<file path="config.mk">
export PLATFORM = sky130hd
export DESIGN_NAME = fetch_unit_flat
export DESIGN_NICKNAME = d
export VERILOG_FILES = /design/src/rtl/cpu_pkg.sv /design/src/rtl/fetch_unit_if.sv /design/src/rtl/fetch_queue.sv /design/src/rtl/fetch_unit.sv /design/src/flat_wrapper.sv
export SDC_FILE = /design/constraint.sdc
export NUM_CORES = 1
export LEC_CHECK = 0
export BUFFER_PORTS_ARGS = -buffer_cell sky130_fd_sc_hd__buf_4
export CAP_MARGIN = 20
export CORE_AREA = 2 2 129 131
export CTS_CLUSTER_SIZE = 10
export DETAILED_ROUTE_END_ITERATION = 8
export DIE_AREA = 0 0 131 133
export HOLD_SLACK_MARGIN = 0.02
export MAX_ROUTING_LAYER = met4
export PLACE_DENSITY = 0.73
export REMOVE_ABC_BUFFERS = 1
export SETUP_SLACK_MARGIN = 0.5
export SKIP_CTS_REPAIR_TIMING = 1
export SYNTH_ARGS = -nofsm -noshare
export SYNTH_HDL_FRONTEND = slang
export SYNTH_SLANG_ARGS = --single-unit
export TNS_END_PERCENT = 5
</file>
<file path="constraint.sdc">
create_clock -name clk -period 7.1 [get_ports clk]
set_input_delay 1.42 -clock clk [delete_from_list [all_inputs] [get_ports clk]]
set_output_delay 1.42 -clock clk [all_outputs]
set_load 0.05 [all_outputs]
</file>
<file path="src/rtl/cpu_pkg.sv">
// ============================================================================
// Module   : cpu_pkg
// Purpose  : Shared fetch-path types and constants.
//            fetch_entry_t is the {pc, insn} pair carried from the fetch
//            queue to decode. Its PC field is fixed at XLEN_DEFAULT bits.
// Ports    : none (package)
// Revision : 1.0 - initial release
// ============================================================================
`default_nettype none

package cpu_pkg;

  localparam int XLEN_DEFAULT = 32;
  localparam int ILEN         = 32;
  localparam int INSN_BYTES   = 4;

  typedef struct packed {
    logic [XLEN_DEFAULT-1:0] pc;
    logic [ILEN-1:0]         insn;
  } fetch_entry_t;

  // True for 1, 2, 4, 8, ...
  function automatic logic is_pow2(input int n);
    return (n > 0) && ((n & (n - 1)) == 0);
  endfunction

endpackage

`default_nettype wire

</file>
<file path="src/rtl/fetch_unit_if.sv">
// ============================================================================
// Module   : fetch_unit_if
// Purpose  : Bundles the fetch unit's instruction-memory port, redirect
//            input and decode-side valid/ready handshake.
// Modports : master - the fetch unit (drives imem_req/addr, fetch_* outputs)
//            slave  - the environment (memory, branch unit, decode)
// Signals  : imem_req, imem_addr, imem_rdata,
//            redirect_valid, redirect_pc,
//            fetch_valid, fetch_ready, fetch_pc, fetch_insn, misalign_err
// Revision : 1.0 - initial release
// ============================================================================
`default_nettype none

interface fetch_unit_if
  import cpu_pkg::*;
#(
  parameter int XLEN = XLEN_DEFAULT
);

  logic            imem_req;
  logic [XLEN-1:0] imem_addr;
  logic [ILEN-1:0] imem_rdata;

  logic            redirect_valid;
  logic [XLEN-1:0] redirect_pc;

  logic            fetch_valid;
  logic            fetch_ready;
  logic [XLEN-1:0] fetch_pc;
  logic [ILEN-1:0] fetch_insn;

  logic            misalign_err;

  modport master (
    output imem_req,
    output imem_addr,
    input  imem_rdata,
    input  redirect_valid,
    input  redirect_pc,
    output fetch_valid,
    input  fetch_ready,
    output fetch_pc,
    output fetch_insn,
    output misalign_err
  );

  modport slave (
    input  imem_req,
    input  imem_addr,
    output imem_rdata,
    output redirect_valid,
    output redirect_pc,
    input  fetch_valid,
    output fetch_ready,
    input  fetch_pc,
    input  fetch_insn,
    input  misalign_err
  );

endinterface

`default_nettype wire

</file>
<file path="src/rtl/fetch_queue.sv">
// ============================================================================
// Module   : fetch_queue
// Purpose  : Small FIFO of fetch_entry_t between the memory response and
//            decode. Pointers carry an extra wrap bit so count = wr - rd
//            distinguishes full from empty.
// Ports    : clk, rst_n      - clock, async active-low reset
//            push / wdata    - write an entry (caller guarantees no overflow)
//            pop             - drop the head; ignored when empty
//            flush           - discard all entries; beats push and pop
//            head            - entry at the read pointer (valid if count!=0)
//            count           - number of stored entries
// Revision : 1.0 - initial release
// ============================================================================
`default_nettype none

module fetch_queue
  import cpu_pkg::*;
#(
  parameter int DEPTH = 2
) (
  input  logic                     clk,
  input  logic                     rst_n,
  input  logic                     push,
  input  logic                     pop,
  input  logic                     flush,
  input  fetch_entry_t             wdata,
  output fetch_entry_t             head,
  output logic [$clog2(DEPTH):0]   count
);

  localparam int c_aw = $clog2(DEPTH);

  fetch_entry_t  r_mem [DEPTH];
  logic [c_aw:0] r_wr_ptr;
  logic [c_aw:0] r_rd_ptr;
  logic          w_empty;
  logic          w_pop_en;

  assign w_empty  = (r_wr_ptr == r_rd_ptr);
  assign w_pop_en = pop & ~w_empty;

  always_ff @(posedge clk or negedge rst_n) begin
    if (!rst_n) begin
      r_wr_ptr <= '0;
      r_rd_ptr <= '0;
    end else if (flush) begin
      r_wr_ptr <= '0;
      r_rd_ptr <= '0;
    end else begin
      if (push)     r_wr_ptr <= r_wr_ptr + 1'b1;
      if (w_pop_en) r_rd_ptr <= r_rd_ptr + 1'b1;
    end
  end

  // Storage is not reset: nothing reads it until a push has landed.
  always_ff @(posedge clk) begin
    if (push && !flush) r_mem[r_wr_ptr[c_aw-1:0]] <= wdata;
  end

  assign head  = r_mem[r_rd_ptr[c_aw-1:0]];
  assign count = r_wr_ptr - r_rd_ptr;

endmodule

`default_nettype wire

</file>
<file path="src/rtl/fetch_unit.sv">
// ============================================================================
// Module   : fetch_unit
// Purpose  : Instruction fetch front end. Holds the fetch PC, issues word
//            reads to a 1-cycle synchronous instruction memory, queues the
//            returned {pc, insn} pairs and hands them to decode over a
//            valid/ready handshake. A redirect flushes everything in flight.
// Ports    : clk    - clock, all state on posedge
//            rst_n  - asynchronous active-low reset
//            bus    - fetch_unit_if.master (imem_*, redirect_*, fetch_*,
//                     misalign_err)
// Params   : XLEN (must equal XLEN_DEFAULT), RESET_VECTOR (4-byte aligned),
//            FETCH_Q_DEPTH (power of two, >= 2)
// Config   : FETCH_ALIGN_CHECK_EN - when defined, a misaligned redirect sets
//            misalign_err and blocks fetch until an aligned redirect; when
//            undefined the redirect PC is forced word-aligned and
//            misalign_err is tied low.
// Revision : 1.0 - initial release
// ============================================================================
`default_nettype none

module fetch_unit
  import cpu_pkg::*;
#(
  parameter int              XLEN          = XLEN_DEFAULT,
  parameter logic [XLEN-1:0] RESET_VECTOR  = '0,
  parameter int              FETCH_Q_DEPTH = 2
) (
  input  logic      clk,
  input  logic      rst_n,
  fetch_unit_if.master bus
);

  localparam int              c_cnt_w  = $clog2(FETCH_Q_DEPTH) + 2;
  localparam logic [XLEN-1:0] c_step   = XLEN'(INSN_BYTES);
  localparam logic [XLEN-1:0] c_lo_msk = XLEN'(INSN_BYTES - 1);

  // Elaboration-time parameter checks.
  if (!is_pow2(FETCH_Q_DEPTH) || FETCH_Q_DEPTH < 2) begin : g_chk_depth
    $error("fetch_unit: FETCH_Q_DEPTH must be a power of two >= 2");
  end
  if ((RESET_VECTOR & c_lo_msk) != '0) begin : g_chk_vector
    $error("fetch_unit: RESET_VECTOR must be 4-byte aligned");
  end
  if (XLEN != XLEN_DEFAULT) begin : g_chk_xlen
    $error("fetch_unit: XLEN must match fetch_entry_t PC width");
  end

  logic [XLEN-1:0]                r_pc;
  logic                           r_inflight;
  logic [XLEN-1:0]                r_inflight_pc;

  logic [$clog2(FETCH_Q_DEPTH):0] w_count;
  logic [c_cnt_w-1:0]             w_occupancy;
  logic                           w_fetch_valid;
  logic                           w_pop;
  logic                           w_push;
  logic                           w_issue;
  logic                           w_misalign;
  logic [XLEN-1:0]                w_redirect_target;
  fetch_entry_t                   w_push_entry;
  fetch_entry_t                   w_head;

  // --------------------------------------------------------------------------
  // Redirect target / alignment handling
  // --------------------------------------------------------------------------
`ifdef FETCH_ALIGN_CHECK_EN
  logic r_misalign;

  // Misaligned targets are still loaded; fetch just stays parked on them
  // until an aligned redirect arrives.
  assign w_redirect_target = bus.redirect_pc;

  always_ff @(posedge clk or negedge rst_n) begin
    if (!rst_n) begin
      r_misalign <= 1'b0;
    end else if (bus.redirect_valid) begin
      r_misalign <= ((bus.redirect_pc & c_lo_msk) != '0);
    end
  end

  assign w_misalign = r_misalign;
`else
  assign w_redirect_target = bus.redirect_pc & ~c_lo_msk;
  assign w_misalign        = 1'b0;
`endif

  // --------------------------------------------------------------------------
  // Issue / push / pop decisions
  // --------------------------------------------------------------------------
  assign w_fetch_valid = (w_count != '0);
  assign w_pop         = w_fetch_valid & bus.fetch_ready;

  // Entries that will still occupy the queue after this cycle's pop,
  // counting the response already on its way. pop implies count >= 1,
  // so the subtraction never underflows.
  assign w_occupancy = c_cnt_w'(w_count) + c_cnt_w'(r_inflight) - c_cnt_w'(w_pop);

  // rst_n gates the request so imem_req reads 0 while reset is held.
  assign w_issue = rst_n & ~bus.redirect_valid & ~w_misalign &
                   (w_occupancy < c_cnt_w'(FETCH_Q_DEPTH));

  // A response landing in a redirect cycle belongs to the old stream.
  assign w_push = r_inflight & ~bus.redirect_valid;

  assign w_push_entry.pc   = r_inflight_pc;
  assign w_push_entry.insn = bus.imem_rdata;

  // --------------------------------------------------------------------------
  // PC and in-flight tracking
  // --------------------------------------------------------------------------
  always_ff @(posedge clk or negedge rst_n) begin
    if (!rst_n) begin
      r_pc          <= RESET_VECTOR;
      r_inflight    <= 1'b0;
      r_inflight_pc <= '0;
    end else if (bus.redirect_valid) begin
      r_pc       <= w_redirect_target;
      r_inflight <= 1'b0;
    end else begin
      r_inflight <= w_issue;
      if (w_issue) begin
        r_inflight_pc <= r_pc;
        r_pc          <= r_pc + c_step;
      end
    end
  end

  // --------------------------------------------------------------------------
  // Instruction queue
  // --------------------------------------------------------------------------
  fetch_queue #(
    .DEPTH (FETCH_Q_DEPTH)
  ) u_queue (
    .clk   (clk),
    .rst_n (rst_n),
    .push  (w_push),
    .pop   (w_pop),
    .flush (bus.redirect_valid),
    .wdata (w_push_entry),
    .head  (w_head),
    .count (w_count)
  );

  // --------------------------------------------------------------------------
  // Outputs
  // --------------------------------------------------------------------------
  assign bus.imem_req     = w_issue;
  assign bus.imem_addr    = r_pc;
  assign bus.fetch_valid  = w_fetch_valid;
  // Head data is masked while empty so stale storage never shows on the bus.
  assign bus.fetch_pc     = w_fetch_valid ? w_head.pc   : '0;
  assign bus.fetch_insn   = w_fetch_valid ? w_head.insn : '0;
  assign bus.misalign_err = w_misalign;

endmodule

`default_nettype wire

</file>
<file path="src/flat_wrapper.sv">
// flat-port wrapper written by rule: the top's interface ports become plain ports
module fetch_unit_flat import cpu_pkg::*;
#(
  parameter int              XLEN          = XLEN_DEFAULT,
  parameter logic [XLEN-1:0] RESET_VECTOR  = '0,
  parameter int              FETCH_Q_DEPTH = 2
)
  (clk, rst_n, bus_imem_req, bus_imem_addr, bus_imem_rdata, bus_redirect_valid, bus_redirect_pc, bus_fetch_valid, bus_fetch_ready, bus_fetch_pc, bus_fetch_insn, bus_misalign_err);
  fetch_unit_if #(.XLEN(XLEN)) bus_i ();
  input  logic clk;
  input  logic rst_n;
  output wire logic [$bits(bus_i.imem_req)-1:0] bus_imem_req;
  output wire logic [$bits(bus_i.imem_addr)-1:0] bus_imem_addr;
  input wire logic [$bits(bus_i.imem_rdata)-1:0] bus_imem_rdata;
  input wire logic [$bits(bus_i.redirect_valid)-1:0] bus_redirect_valid;
  input wire logic [$bits(bus_i.redirect_pc)-1:0] bus_redirect_pc;
  output wire logic [$bits(bus_i.fetch_valid)-1:0] bus_fetch_valid;
  input wire logic [$bits(bus_i.fetch_ready)-1:0] bus_fetch_ready;
  output wire logic [$bits(bus_i.fetch_pc)-1:0] bus_fetch_pc;
  output wire logic [$bits(bus_i.fetch_insn)-1:0] bus_fetch_insn;
  output wire logic [$bits(bus_i.misalign_err)-1:0] bus_misalign_err;
  assign bus_imem_req = bus_i.imem_req;
  assign bus_imem_addr = bus_i.imem_addr;
  assign bus_i.imem_rdata = bus_imem_rdata;
  assign bus_i.redirect_valid = bus_redirect_valid;
  assign bus_i.redirect_pc = bus_redirect_pc;
  assign bus_fetch_valid = bus_i.fetch_valid;
  assign bus_i.fetch_ready = bus_fetch_ready;
  assign bus_fetch_pc = bus_i.fetch_pc;
  assign bus_fetch_insn = bus_i.fetch_insn;
  assign bus_misalign_err = bus_i.misalign_err;
  fetch_unit #(.XLEN(XLEN), .RESET_VECTOR(RESET_VECTOR), .FETCH_Q_DEPTH(FETCH_Q_DEPTH)) u_core (.clk(clk), .rst_n(rst_n), .bus(bus_i));
endmodule
</file>
### Word level (Yosys, flattened, before mapping)

Memory sizes are Yosys's and may differ from the RTL's.
Index checks and enable logic that the tools add are counted.
W data, S select, Z words.

* flip-flop bits (word level): 69
* RAM bits: 128
* bits of input ports: 68
* logic and storage cells: 39
* memories: 1

Memory list
* u_core.u_queue.r_mem: depth 2, bits a word 64, read ports 1, clocked after Yosys merged registers in 0, wr ports 1, RTL line fetch_queue.sv:33 `fetch_entry_t r_mem [DEPTH];`

* $add $sub $neg: 6
* order comparisons: 1
* equal/unequal tests: 1
* mux-type cells: 11
* bitwise gates (word level): 7
* reductions and logical operators: 7

Operator list (count)
* $mux W32: 4
* $add A32 B3 Y32 const B: 1
* $mux W2: 4
* $reduce_bool A2 Y1: 4
* $and A1 B1 Y1: 5
* $add A2 B1 Y2 const B: 2
* $add A2 B1 Y3: 1
* $lt A3 B2 Y1 const B: 1
* $mux W1: 3
* $sub A3 B1 Y3: 1
* $eq A2 B2 Y1: 1
* $not A1 Y1: 2
* $reduce_and A2 Y1: 1
* $sub A2 B2 Y2: 1
* $logic_and A1 B1 Y1: 1
* $logic_not A1 Y1: 1

### Depth between registers and ports, before layout

Gate-level depths: netlist of the first run.

* depth after elaboration: 8
* gate-level depth with buffers: 16
* gate-level depth less buffers: 13

### By module

Synthesis of the first run repeated with hierarchy kept, for this count alone.

* cells, all modules: 641
* area total of the unflattened synthesis: 8383.0 um^2

By module, submodules not included
* fetch_queue: instances 1, cells each 227, area an instance 4911.0 um^2
* fetch_unit: instances 1, cells each 414, area an instance 3472.1 um^2

### Least setup slack after synthesis of the first run

OpenSTA, ideal clock, no wires.

* kind: in2reg
* start point: in bus_redirect_valid
* end point: mem u_core.u_queue.r_mem[0][0] in the netlist's numbering, enable pin
* library setup time: 558 ps
* data arrival time: 6116 ps
* path slack: 426 ps
* stages: 3
* buffers on the path: 2
* path through: clkbuf_1 > buf_1 > nor3_1

* word-level cells in the longest chain between the ends: 5
* elaborated cells between the ends (all ways): 6
* those cells by class: 2 x mux; 2 x bitwise; 2 x reduce/logical

RTL lines
* start, declared: RTL line flat_wrapper.sv:15 `input wire logic [$bits(bus_i.redirect_valid)-1:0] bus_redirect_valid;`
* $not A1 Y1 (no line)
* $and A1 B1 Y1: RTL line fetch_unit.sv:103 `assign w_push = r_inflight & ~bus.redirect_valid;`
* $logic_and A1 B1 Y1 *: RTL line fetch_queue.sv:57 `if (push && !flush) r_mem[r_wr_ptr[c_aw-1:0]] <= wdata;`
* $mux W1 *: RTL line fetch_queue.sv:57
* $mux W1 (implied by the code) *: RTL line fetch_queue.sv:57
* end, declared: RTL line fetch_queue.sv:33

Mark *: on every way between the ends. The rest lies on a longest branch, timed or not.

### Worst setup path after layout of the first run

* start point: reg u_core.u_queue.r_rd_ptr[0]
* end point: out bus_imem_req

* word-level cells in the longest chain between the ends: 6
* elaborated cells between the ends (all ways): 7
* those cells by class: 3 x add/sub; 1 x order compare; 2 x bitwise; 1 x reduce/logical

RTL lines
* start, declared: RTL line fetch_queue.sv:35 `logic [c_aw:0] r_rd_ptr;`
* start signal, assigned: RTL line fetch_queue.sv:51 `if (w_pop_en) r_rd_ptr <= r_rd_ptr + 1'b1;`
* $sub A2 B2 Y2 *: RTL line fetch_queue.sv:61 `assign count = r_wr_ptr - r_rd_ptr;`
* parallel branches: the longest is 2 deep, another holds $add A2 B1 Y3
* $sub A3 B1 Y3 *: RTL line fetch_unit.sv:96 `assign w_occupancy = c_cnt_w'(w_count) + c_cnt_w'(r_inflight) - c_cnt_w'(w_pop);`
* $lt A3 B2 Y1 *: RTL line fetch_unit.sv:100 `(w_occupancy < c_cnt_w'(FETCH_Q_DEPTH));`
* $and A1 B1 Y1 *: RTL line fetch_unit.sv:99 `assign w_issue = rst_n & ~bus.redirect_valid & ~w_misalign &`
* end, declared: RTL line flat_wrapper.sv:12 `output wire logic [$bits(bus_i.imem_req)-1:0] bus_imem_req;`

Mark *: on every way between the ends.

==> qor.yml, run 1 <==
die:
  start_util: 0.487
  die_h_um: 133
  core_um2: 16200
  rows: 47
  ioPinCount: 167
  die_area_um2: 17400
  die_x_um: 131
final_layout:
  syn2layout_area_growth_pct: 24.8
  regArea_um2: 5350
  multi_input_area_um2: 2370
  n_antenna_cell: 0
  layout-drive-gt1-share: 0.325
  fin_cells: 952
  final_net_count: 791
  fin_area_um2: 9830
  final_core_util: 0.608
  fillerInstances: 1265
synth:
  synth-seq-area-share: 0.680
  synth.largest_area_cell: "edfxtp_1"
  synth.most_common_cell: "edfxtp_1"
  async_reset_ff_frac: 0.344
  synth.area.top_cells: "edfxtp_1 (47%), dfrtp_1 (21%), mux2i_1 (8.3%), mux2_2 (4.3%), nor2_1 (3.7%)"
  synth-edff-count: 124
  syn-mean-instance-area_um2: 14.0
  synth_area_um2: 7870
  synthTopCellsByCount: "edfxtp_1 (124), nor2_1 (77), dfrtp_1 (65), mux2i_1 (65), nand2_1 (33)"
  yosys_register_bits: 189
  yosysWarnings: 0
  syn_inst: 563
  synth.distinct_cells: 38
  ys.flop_type: "edfxtp_1"
  yosysTopAreaCellShare: 0.473
timing:
  worstMarginPinSlew_ns: 1.08
  period_share: 0.776
  period_needed_ns: 5.51
  slew_headroom: 0.278
  hold_viol: 0
  setup_viol_count_final: 0
  rsz0062_at_grt: "false"
  maxSlewViolCount: 0
  clock_skew_ns: 0.0125
  timing.fmax_mhz: 181
route:
  drc_errors: 0
  vias: 4901
  wl_um: 16200
  avgRoutedWirePerCell_um: 17.0
  drtIter0Drc: 288
  via_per_inst: 5.15
  firstDrtPassIters: 4
  ant_nets: 0
placed_design:
  place_inst: 919
  dp_hpwl_um: 10400
  placed_area_um2: 9260
  place.gp.congestion: 0.801
  portBuffers: 159
setup_path:
  r2r_start: "u_core.u_queue.r_rd_ptr[0]"
  crit_buf_inv: 2
  crit_top_cell: "ha_1"
  rr_worst_depth: 13
  path_depth: 12
  crit_fanout: 19
  crit_arrival_ns: 4.09
  critical-path-slowest-cell: "dfrtp_4"
  cp-start-kind: "flip-flop"
  path_cells: "ha_1 -> and2_2 -> inv_1 -> and2_1 -> ha_1 -> or2_2 -> fa_1 -> xnor2_1 -> xnor2_2 -> nand2_1 -> nor2_4 -> buf_4"
  slowest_delay_ns: 0.64
  crit_type: "reg2out"
  cp-end-kind: "output pin"
  crit_family: "simple AND/OR/NAND/NOR gates"
  cp.required_ns: 5.68
  crit_path_start: "u_core.u_queue.r_rd_ptr[0]"
clocking:
  clk_latency_ns: 0.41
  htree_num_levels: 4
  clk_pin_slew_ns: 0.07
  clk_path_buf_depth: 2
  cts_buffers: 17
  tritoncts: "built"
  clock_sinks: 189
  clockRootBuffer: "clkbuf_16"
run:
  maxCapViolCount: 0
pwr:
  p_per_area_nw_per_um2: 468
  p_leak_nw: 3.80
  p_switching_mw: 2.01
  ir_drop_v: 0.000381
  seq_power_share: 0.337
  pwr-share-comb: 0.471
  switching_share: 0.436
  p_clk_frac: 0.192
  p_int_mw: 2.60
min_path:
  hold_start: "u_core.r_inflight_pc[29]"
  hold_depth: 0
  hp-class: "reg2reg"
global_route:
  grt_pass1_wl_um: 25300
  grt_pass1_vias: 4888
  grt_max_degree: 68
  track_usage: 0.196
  antenna_found_initial: 0
  grt_overflow: 0
outcome:
  status: "finished, final reports clean"
==> stage by stage <==
stage	setup TNS, ns	hold WS (ns)	worst slack (ns)	total power, mW
2_1_floorplan	-36.24	0.438	-2.01	3.10
3_3_place_gp	0	0.446	1.28	3.69
3_5_place_dp	0	0.453	1.19	3.73
4_1_cts	0	0.466	1.06	4.62
5_1_grt	0	0.482	1.39	4.84
6_report	0	0.468	1.59	4.60
==> cells by family (layout without fill, tap and decap cells) <==
| kind of cell | after synthesis | count (layout) | synth area share |
|---|---|---|---|
| other | 1 | 5 | 0.000476 |
| AO/OA/AOI/OAI | 36 | 36 | 0.0251 |
| flip-flops | 189 | 189 | 0.680 |
| XOR/XNOR | 28 | 28 | 0.0331 |
| AND/OR/NAND/NOR | 171 | 171 | 0.106 |
| adder cells (fa/ha/maj) | 4 | 4 | 0.00731 |
| buffers and inverters | 39 | 204 | 0.0230 |
| multiplexers | 95 | 95 | 0.126 |
==> power groups by stage <==
stage / Sequential (mW) / Combinational [mW] / Clock (mW)
CTS: 1.55 / 2.16 / 0.905
floorplan: 1.66 / 1.44 / 0
finish: 1.55 / 2.17 / 0.883
global placement: 1.56 / 2.13 / 0
global route: 1.58 / 2.30 / 0.953
detailed placement: 1.57 / 2.16 / 0
==> routing by layer <==
layer  wire length (µm)  GRT usage  up-vias
li1                   -          -     2342
met1               7110      0.248     2421
met2               8230      0.323      126
met3                670     0.0319       12
met4                194     0.0597        0
met5                  0          -        -
==> registers in the layout, indices dropped and copies added, names as in the netlist <==
name / flops
u_core.r_inflight_pc: 30
u_core.bus.imem_addr: 30
u_core.r_inflight: 1
u_core.u_queue.r_mem: 124
u_core.u_queue.r_rd_ptr: 2
u_core.u_queue.r_wr_ptr: 2
==> area by class of cell <==
type / count / share of cell area
repair buffers: 166 / 0.128
inverters: 6 / 0.00229
clock inverters: 13 / 0.0120
well taps: 220 / 0.0280
clock buffers: 19 / 0.0440
flip-flops and latches: 189 / 0.545
multi-input cells: 339 / 0.241
==> path summary, 6_finish.rpt <==
path | end | slack [ns]
worst min register to register | u_core.u_queue.r_mem[1][61] | 0.47
worst min-delay path | u_core.u_queue.r_mem[1][61] | 0.47
worst max-delay path | bus_imem_req | 1.59
max in group asynchronous | u_core.u_queue.r_rd_ptr[0] | 5.29
worst max register to register | u_core.r_inflight_pc[23] | 2.68
min in group asynchronous | u_core.r_inflight_pc[3] | 1.13
==> cells in the final DEF, fill, tap and decap left out, drive strengths merged, types with 19 or more instances in the layout <==
| cell | synthesis | routed |
|---|---|---|
| nand2 | 33 | 33 |
| xor2 | 21 | 21 |
| o21ai | 27 | 27 |
| mux2i | 65 | 65 |
| mux2 | 30 | 30 |
| dfrtp | 65 | 65 |
| edfxtp | 124 | 124 |
| buf | 19 | 166 |
| clkbuf | 14 | 19 |
| nor2 | 78 | 78 |
(Power assumes the default switching activity.)
==> run 2: changes to the inputs <==
- CORE_AREA: 2 2 129 131 -> 2 2 130 132
- DIE_AREA: 0 0 131 133 -> 0 0 132 134
- PLACE_DENSITY: 0.73 -> 0.75
- clock period: 7.1 -> 4.6 ns (I/O delays scaled with it)
==> run 2 against run 1 <==
Sequential cell count unchanged; via count up 2.3%; utilization up 0.58 points; die area up 1.5%; largest cell class unchanged; highest routed layer unchanged.
==> qor.yml, run 2 (same netlist as run 1, synthesis figures left out) <==
global_route:
  track_usage: 0.198  # +0.00282
  antenna_found_initial: 0  # unchanged
  grt_pass1_wl_um: 26100  # +3.4%
  grt_overflow: 0  # unchanged
  grt_pass1_vias: 5153  # +5.4%
  grt_max_degree: 65  # -4.4%
placed_design:
  place.gp.congestion: 0.838  # +4.6%
  placed_area_um2: 9300  # +0.35%
  dp_hpwl_um: 10600  # +1.5%
  portBuffers: 159  # unchanged
  place_inst: 920  # +0.11%
timing:
  worstMarginPinSlew_ns: 0.719  # -0.359 ns
  maxSlewViolCount: 0  # unchanged
  clock_skew_ns: 0.00662  # -0.00583 ns
  timing.fmax_mhz: 248
  whs_ns: 0.356  # -0.111 ns
  period_share: 0.876
  hold_viol: 0  # unchanged
  setup_viol_count_final: 0  # unchanged
  slew_headroom: 0.521  # +0.243
  period_needed_ns: 4.03
  rsz0062_at_grt: "true"
final_layout:
  final_core_util: 0.613  # +0.00575
  fin_area_um2: 9990  # +1.7%
  fillerInstances: 1271  # +0.47%
  multi_input_area_um2: 2420  # +1.8%
  n_antenna_cell: 0  # unchanged
  final_net_count: 800  # +1.1%
  fin_cells: 961  # +0.95%
  layout-drive-gt1-share: 0.345  # +0.0203
  final_common_cell: "buf_4"
  final_cell_mix: "buf_4 (171), edfxtp_1 (124), nor2_1 (77)"
  syn2layout_area_growth_pct: 26.9
  largest_reg_flops: 124  # unchanged
  regArea_um2: 5360  # about the same
pwr:
  ir_drop_v: 0.000532  # +40%
  p_clk_frac: 0.188  # -0.004
  p_per_area_nw_per_um2: 728  # +55%
  seq_power_share: 0.324  # -0.013
  p_switching_mw: 3.14  # +57%
  p_leak_nw: 3.86  # +1.6%
  switching_share: 0.432  # -0.00427
  p_int_mw: 4.14  # +59%
  pwr-share-comb: 0.489  # +0.018
outcome:
  status: "finished, final reports clean"
route:
  dr_wl_met3_um: 814  # +21%
  drtIter0Drc: 331  # +15%
  vias: 5015  # +2.3%
  avgRoutedWirePerCell_um: 17.5  # +2.7%
  via_per_inst: 5.22  # +1.4%
  routed.top_layer: "met4"
  route.met2.wl_um: 8510  # +3.3%
  drc_errors: 0  # unchanged
  firstDrtPassIters: 4  # unchanged
  wl_um: 16800  # +3.7%
  wirelength_met1_um: 7200  # +1.2%
  ant_nets: 0  # unchanged
setup_path:
  crit_arrival_ns: 3.11  # -0.98 ns
  cp.required_ns: 3.68  # -2.00 ns
  crit_type: "reg2out"
  critical-path-slowest-cell: "dfrtp_4"
  slowest_delay_ns: 0.49  # -0.15 ns
  path_cells: "ha_4 -> and2_4 -> inv_2 -> and2_4 -> ha_4 -> or2_4 -> fa_2 -> xnor2_2 -> xnor2_2 -> nand2_2 -> nor2_4 -> buf_8"
  crit_fanout: 4  # -15
  cp-start-kind: "flip-flop"
  cp-end-kind: "output pin"
die:
  rows: 47  # unchanged
  die_area_um2: 17700  # +1.5%
  die_x_um: 132  # +0.76%
  ioPinCount: 167  # unchanged
  core_um2: 16300  # +0.73%
  die_h_um: 134  # +0.75%
  start_util: 0.483  # -0.00351
clocking:
  htree_num_levels: 4  # unchanged
  tritoncts: "built"
  clk_latency_ns: 0.42  # about the same
  clock_sinks: 189  # unchanged
  cts_buffers: 17  # unchanged
  clk_pin_slew_ns: 0.06  # about the same
  clockRootBuffer: "clkbuf_16"
  clk_path_buf_depth: 2  # unchanged
min_path:
  hp-class: "in2async"
run:
  maxCapViolCount: 0  # unchanged
==> run 2: routing by layer <==
layer	up-vias	GRT usage
li1	2363	-
met1	2459	0.238
met2	169	0.334
met3	24	0.0382
met4	0	0.0767
met5	-	-
==> run 2: cell type report <==
class                           instances  share of cell area
Clock buffer                           22              0.0465
Inverter                                6             0.00225
Clock inverter                         10             0.00939
Timing Repair Buffer                  175               0.137
Tap cell                              220              0.0275
Multi-Input combinational cell        339               0.242
Sequential cell                       189               0.536
==> run 2: worst max-delay path, delay by kind of cell, from the launching register on <==
| family | cells | cell delay [ns] |
|---|---|---|
| xor gates and xnor gates | 2 | 0.37 |
| DFF | 1 | 0.49 |
| adders and majority gates | 3 | 0.85 |
| and+or+nand+nor | 5 | 0.77 |
| buffers and inverters | 2 | 0.20 |
==> run 2: metrics by stage <==
step	total power, mW	worst slack (ns)	TNS (ns)
global route	7.61	0.455	0
CTS	7.18	0.112	0
finish	7.28	0.572	0
global placement	5.74	0.653	0
detailed placement	5.81	0.580	0
floorplan	4.78	-4.01	-355.32
==> run 2: final timing paths <==
| path | from | slack [ns] | cells after the start | to |
|---|---|---|---|---|
| max | u_core.u_queue.r_rd_ptr[0] | 0.57 | 12 | bus_imem_req |
| min | rst_n | 0.36 | 1 | u_core.u_queue.r_wr_ptr[1] |
| max reg2reg | u_core.u_queue.r_rd_ptr[0] | 1.02 | 12 | u_core.bus.imem_addr[31] |
| min reg2reg | u_core.r_inflight_pc[15] | 0.47 | 0 | u_core.u_queue.r_mem[1][47] |
| max in group asynchronous | rst_n | 3.27 | 2 | u_core.bus.imem_addr[7] |
| min in group clk | u_core.r_inflight_pc[15] | 0.47 | 0 | u_core.u_queue.r_mem[1][47] |
==> run 2: power groups by stage <==
| stage | Sequential, mW | Clock, mW | Combinational (mW) |
|---|---|---|---|
| detailed placement | 2.39 | 0 | 3.42 |
| finish | 2.36 | 1.37 | 3.56 |
| global placement | 2.36 | 0 | 3.38 |
| floorplan | 2.56 | 0 | 2.22 |
| CTS | 2.35 | 1.40 | 3.43 |
| global route | 2.39 | 1.46 | 3.76 |
